`config.mk`:
```
export PLATFORM = sky130hd
export DESIGN_NAME = hazard_ctrl_unit
export DESIGN_NICKNAME = d
export VERILOG_FILES = /design/src/rtl/core_pkg.sv /design/src/rtl/hazard_load_use_cmp.sv /design/src/rtl/hazard_ctrl_unit.sv
export SDC_FILE = /design/constraint.sdc
export NUM_CORES = 1
export LEC_CHECK = 0
export BUFFER_PORTS_ARGS = -buffer_cell sky130_fd_sc_hd__buf_2
export CAP_MARGIN = 15
export CELL_PAD_IN_SITES_DETAIL_PLACEMENT = 1
export CELL_PAD_IN_SITES_GLOBAL_PLACEMENT = 2
export CORE_AREA = 2 2 54 56
export CTS_BUF_LIST = sky130_fd_sc_hd__clkbuf_4 sky130_fd_sc_hd__clkbuf_8 sky130_fd_sc_hd__clkbuf_16
export CTS_CLUSTER_DIAMETER = 150
export CTS_CLUSTER_SIZE = 12
export DETAILED_ROUTE_END_ITERATION = 12
export DIE_AREA = 0 0 56 58
export PLACE_DENSITY_LB_ADDON = 0.1
export SLEW_MARGIN = 10
export SYNTH_ARGS = -nofsm -noshare
export SYNTH_HDL_FRONTEND = slang
export SYNTH_SLANG_ARGS = --single-unit
export TNS_END_PERCENT = 50
```
`constraint.sdc`:
```
create_clock -name clk -period 1.3 [get_ports clk]
set_clock_uncertainty 0.05 [all_clocks]
set_input_delay 0.065 -clock clk [delete_from_list [all_inputs] [get_ports clk]]
set_output_delay 0.065 -clock clk [all_outputs]
set_load 0.05 [all_outputs]
```
`src/rtl/core_pkg.sv`:
```
// Shared core definitions: register-address width, x0 and the hazard FSM encoding.
package core_pkg;

    localparam int unsigned REG_ADDR_W = 5;
    localparam logic [REG_ADDR_W-1:0] X0 = '0;

    // Hazard controller states (legacy-compatible constant encoding)
    localparam int unsigned HZ_STATE_W = 2;
    typedef logic [HZ_STATE_W-1:0] hz_state_t;
    localparam hz_state_t HZ_IDLE        = 2'd0;
    localparam hz_state_t HZ_MEM_WAIT    = 2'd1;
    localparam hz_state_t HZ_LOAD_BUBBLE = 2'd2;

endpackage

```
`src/rtl/hazard_load_use_cmp.sv`:
```
// Combinational load-use detector; shared with the forwarding unit.
// A load writing x0 never creates a dependency.
module hazard_load_use_cmp
    import core_pkg::*;
(
    input  logic [REG_ADDR_W-1:0] idRs1,
    input  logic [REG_ADDR_W-1:0] idRs2,
    input  logic                  idUsesRs1,
    input  logic                  idUsesRs2,
    input  logic [REG_ADDR_W-1:0] exRd,
    input  logic                  exMemRead,
    output logic                  loadUse
);

    // Flag an ID source that depends on the load currently in EX
    always_comb begin
        loadUse = exMemRead && (exRd != X0) &&
                  ((idUsesRs1 && (idRs1 == exRd)) || (idUsesRs2 && (idRs2 == exRd)));
    end

endmodule

```
`src/rtl/hazard_ctrl_unit.sv`:
```
// Pipeline hazard/stall controller for the 5-stage core.
// Priority: data-memory freeze > taken-branch flush > load-use bubble.
// Optional performance counters are enabled with the HAZ_PERF_CNT_EN macro.
module hazard_ctrl_unit
    import core_pkg::*;
#(
    parameter int unsigned MEM_TIMEOUT = 64
`ifdef HAZ_PERF_CNT_EN
    ,
    parameter int unsigned CNT_W = 16
`endif
)(
    input  logic                  clk,
    input  logic                  rst_n,
    input  logic [REG_ADDR_W-1:0] idRs1,
    input  logic [REG_ADDR_W-1:0] idRs2,
    input  logic                  idUsesRs1,
    input  logic                  idUsesRs2,
    input  logic [REG_ADDR_W-1:0] exRd,
    input  logic                  exMemRead,
    input  logic                  exBranchTaken,
    input  logic                  memReq,
    input  logic                  memReady,
    output logic                  pcWrite,
    output logic                  ifIdWrite,
    output logic                  ifIdFlush,
    output logic                  idExWrite,
    output logic                  idExFlush,
    output logic                  exMemWrite,
    output logic                  memErr
`ifdef HAZ_PERF_CNT_EN
    ,
    output logic [CNT_W-1:0]      stallCycles,
    output logic [CNT_W-1:0]      flushEvents,
    output logic [CNT_W-1:0]      bubbleEvents
`endif
);

    localparam int unsigned WAIT_W = $clog2(MEM_TIMEOUT + 1);

    hz_state_t         state;
    hz_state_t         stateNext;
    logic [WAIT_W-1:0] waitCnt;
    logic [WAIT_W-1:0] waitCntNext;
    logic              memErrNext;
    logic              loadUse;
    logic              freeze;
    logic              branchFlush;
    logic              bubbleIns;

    hazard_load_use_cmp u_load_use_cmp (
        .idRs1     (idRs1),
        .idRs2     (idRs2),
        .idUsesRs1 (idUsesRs1),
        .idUsesRs2 (idUsesRs2),
        .exRd      (exRd),
        .exMemRead (exMemRead),
        .loadUse   (loadUse)
    );

    // State, wait counter and sticky timeout flag
    always_ff @(posedge clk or negedge rst_n) begin
        if (!rst_n) begin
            state   <= HZ_IDLE;
            waitCnt <= '0;
            memErr  <= 1'b0;
        end else begin
            state   <= stateNext;
            waitCnt <= waitCntNext;
            memErr  <= memErrNext;
        end
    end

    // Next-state and same-cycle control outputs, highest-priority hazard first
    always_comb begin
        pcWrite     = 1'b1;
        ifIdWrite   = 1'b1;
        ifIdFlush   = 1'b0;
        idExWrite   = 1'b1;
        idExFlush   = 1'b0;
        exMemWrite  = 1'b1;
        stateNext   = HZ_IDLE;
        waitCntNext = '0;
        memErrNext  = memErr;
        freeze      = memReq && !memReady;
        branchFlush = 1'b0;
        bubbleIns   = 1'b0;

        if (freeze) begin
            pcWrite    = 1'b0;
            ifIdWrite  = 1'b0;
            idExWrite  = 1'b0;
            exMemWrite = 1'b0;
            stateNext  = HZ_MEM_WAIT;
            waitCntNext = (waitCnt == WAIT_W'(MEM_TIMEOUT)) ? waitCnt : waitCnt + WAIT_W'(1);
            if (waitCnt == WAIT_W'(MEM_TIMEOUT - 1)) begin
                memErrNext = 1'b1;
            end
        end else if (exBranchTaken) begin
            // ID instruction is squashed, so any load-use on it is moot
            ifIdFlush   = 1'b1;
            idExFlush   = 1'b1;
            branchFlush = 1'b1;
        end else if (loadUse && (state == HZ_IDLE)) begin
            pcWrite   = 1'b0;
            ifIdWrite = 1'b0;
            idExFlush = 1'b1;
            stateNext = HZ_LOAD_BUBBLE;
            bubbleIns = 1'b1;
        end
    end

`ifdef HAZ_PERF_CNT_EN
    // Saturating event counters
    always_ff @(posedge clk or negedge rst_n) begin
        if (!rst_n) begin
            stallCycles  <= '0;
            flushEvents  <= '0;
            bubbleEvents <= '0;
        end else begin
            if (freeze && (stallCycles != '1)) begin
                stallCycles <= stallCycles + CNT_W'(1);
            end
            if (branchFlush && (flushEvents != '1)) begin
                flushEvents <= flushEvents + CNT_W'(1);
            end
            if (bubbleIns && (bubbleEvents != '1)) begin
                bubbleEvents <= bubbleEvents + CNT_W'(1);
            end
        end
    end
`endif

endmodule

```
==> summary.md <==
| Metric | Value |
|---|---|
| Hold path cells | 4 |
| Die height | 58 um |
| Sequential share of power | 44.0% |
| Crit-path max cell delay | 0.37 ns |
| Final #Nets | 131 |
| Die area | 3248 um2 |
| CP Launch Type | flop |
| CP top delay family | compound AO/OA/AOI/OAI gates |
| RSZ-0062 raised after global routing | yes |
| Crit Path Category | reg2out |
| Clock transition at path regs | 0.06 ns |
| Final-report setup violation count | 3 |
| PD cells | 748.3 nW/um2 |
| Mean routed wirelength per cell | 12.61 um |
| Syn Area/Cell | 9.814 um2 |
| Sw frac | 29.67% |
| CP arrival | 1.44 ns |
| Clock Tree Root | clkbuf_4 |
| Area delta synth->final | 55.58% |
| Worst r2r dst | waitCnt[6] |
| Internal power | 514.3 uW |
| Critical Path Slowest Stage Cell | dfrtp_1 |
| Failing checks | setup timing |
| Period utilisation layout | 119.7% |
| Worst skew pair latency | 0.26 ns |
| R2r startpoint | waitCnt[0] |
| Layout cells sized above 1 | 49.04% |
| Fin. Hold Viols | 0 |
| Initial antenna violation count | 0 |
| Synthesis warning total | 0 |
| Simple-gate share of the synthesized area | 19.72% |
| Initial core utilization | 23.59% |
| IO Count | 30 |
| WP depth | 5 |
| Fmax achieved | 642.8 MHz |
| LEAKAGE | 0.5165 nW |
| Syn nets | 89 |
| Worst slew pin tran | 0.3083 ns |
| R2R setup slack | 0.05 ns |
| Final cell utilization of the core | 36.70% |
| Drt first pass iters | 4 |
| Buf/Inv on CP | 2 |
| Distinct cells, synth | 22 |
| Critical Path Start | state[1] |
| Gate Count Post-Synth | 64 |
| Residual DRC count | 0 |
| Compound-cell area share of the yosys netlist | 7.171% |
| Commonest non-fill, non-tap cell in the layout | buf_2 |
| Largest net degree at the start of global routing | 11 |
| Sequential fraction of the synthesis area | 39.84% |
| Post-placement cell count | 128 |
| Max cap viols | 0 |
| GRT Overall Usage | 11.99% |
| Largest family of logic cells by synthesized area | XOR/XNOR gates |
| Remaining antenna violation count after routing | 0 |
| Fillers | 318 |
| Area of the core | 2663 um2 |
| NetSw | 216.9 uW |
| Post-Syn Area | 628.1 um2 |
| Drt via density | 4.474 |
| Chip width | 56 um |
| Setup ws final | -0.2558 ns |
| First-pass GRT wire length | 3.036 mm |
| Flops & latches, synth | 10 |
| Via count | 604 |
| Fin. max-slew vios | 0 |
| IO Port Bufs | 29 |
| Outcome | finished with violations |
| Grt ovf | 0 |
| Num rows | 19 |
| Slew HR | 79.28% |
| Clock power frac | 27.6% |
| Commonest non-fill, non-tap cells in the layout | buf_2, xor2_1, dfrtp_1, buf_4, nor2_1 |
| DRT Wirelength | 1.703 mm |
| VDD IR-drop max | 0.4391 mV |
| Adder-Cell Fraction of Synth Area | 3.984% |
| Worst Hold Launch | exMemRead |
| CTS tree | done |
| Final min period | 1.556 ns |
| Crit-path cells | nor2_2 > o211ai_2 > buf_4 > o31a_4 > buf_6 |
| H-Tree Depth | 1 |
| Antenna Cells | 0 |
| Non-filler cells, final | 135 |
| R2R cell count | 4 |
| CP Capture Type | output port |
| Synth Area in XOR/XNOR | 22.31% |
| Comb pwr share | 28.4% |
| Final hold slack | 0.1176 ns |
| DRT iter0 DRCs | 3 |
| Crit Path Max Fanout | 2 |
| Hold crit path type | in2reg |
| Clk buf depth | 2 |
| Clk sinks | 10 |
| Hold Path End | state[1] |
| Cts bufs inserted | 3 |
| Number of global-route vias before repair | 676 |
| Pre-CTS worst setup slack | -0.3723 ns |
| Gpl congestion | 0.7908 |
| Post-DP HPWL | 1.356 mm |
| Post-synthesis mux area share | 1.594% |
| Req. time, crit path | 1.19 ns |
==> layer usage <==
metal	GRT usage, %	part of all wire [%]
met5	0	0
met3	2.679	5.0
met2	22.69	53
met1	13.65	41
met4	3.061	0.70
==> worst reg2reg max path, stage by stage, from the launching register on <==
cell and delay (ns):
dfrtp_2 0.44, ha_1 0.25, and3_1 0.21, xnor2_1 0.14
nor2_1 0.05
==> state kept, by name, indices dropped and copies added, names as in the netlist <==
signal / count
memErr: 1
waitCnt: 7
state: 2
==> stage by stage <==
step | TNS, ns | area, um2 | power (mW)
2_1_floorplan | -0.1810 | 663.1 | 0.4358
3_3_place_gp | -1.200 | 875.8 | 0.5110
3_5_place_dp | -1.177 | 875.8 | 0.5126
4_1_cts | -0.5658 | 960.9 | 0.7454
5_1_grt | -1.037 | 977.2 | 0.7820
6_report | -0.7471 | 977.2 | 0.7312
==> cell type report <==
type / instances / area (um2) / area share, %
clock buffers: 3 / 22.52 / 2.305
inverters: 4 / 15.01 / 1.536
multi-input cells: 47 / 394.1 / 40.33
flip-flops and latches: 10 / 251.5 / 25.74
well taps: 31 / 38.79 / 3.969
repair buffers: 40 / 255.2 / 26.12
==> worst max path at each step <==
stage | to | slack (ns)
CTS | idExFlush | -0.25
global placement | pcWrite | -0.38
floorplan | pcWrite | -0.13
detailed placement | ifIdWrite | -0.37
global route | idExFlush | -0.32
finish | ifIdWrite | -0.26
==> logic make-up (layout without fill, tap and decap cells) <==
family	after synthesis	count (layout)
compound gates	5	5
xor+xnor	16	16
fa+ha+maj	2	2
buf+inv	7	47
flops	10	10
mux	1	1
simple gates	23	23
==> power by group through the flow <==
stage | registers, mW | clock network [mW] | logic, mW
after detailed placement | 0.326 | 0 | 0.186
final | 0.322 | 0.202 | 0.208
after global placement | 0.326 | 0 | 0.185
after global routing | 0.322 | 0.233 | 0.227
after CTS | 0.320 | 0.218 | 0.207
after floorplan | 0.325 | 0 | 0.111
==> Yosys cell counts <==
cell | count | area (um2)
a21o_1 | 1 | 7.510
a32oi_1 | 1 | 8.760
and2_0 | 1 | 6.260
and3_1 | 3 | 18.77
buf_4 | 2 | 15.01
clkbuf_1 | 1 | 3.750
dfrtp_1 | 10 | 250.2
ha_1 | 2 | 25.02
inv_1 | 4 | 15.01
mux2i_1 | 1 | 10.01
nand2_1 | 1 | 3.750
nand2b_1 | 1 | 6.260
nand3_1 | 4 | 20.02
nor2_1 | 8 | 30.03
nor4_1 | 3 | 18.77
nor4_2 | 1 | 12.51
o211ai_2 | 1 | 12.51
o31a_1 | 1 | 8.760
o31ai_1 | 1 | 7.510
or4_1 | 1 | 7.510
xnor2_1 | 4 | 35.03
xor2_1 | 12 | 105.1
==> timing repair <==
action | 4_1_cts | 5_1_grt
setup endpoints to repair | 6 | 7
endpoints found under the hold margin | 11 | 0
pin swaps | 7 | 5
gates resized for setup | 9 | 3
setup buffers | 1 | 1
hold buffers | 2 | 0
Note: power is estimated with default switching activity, not from simulation.
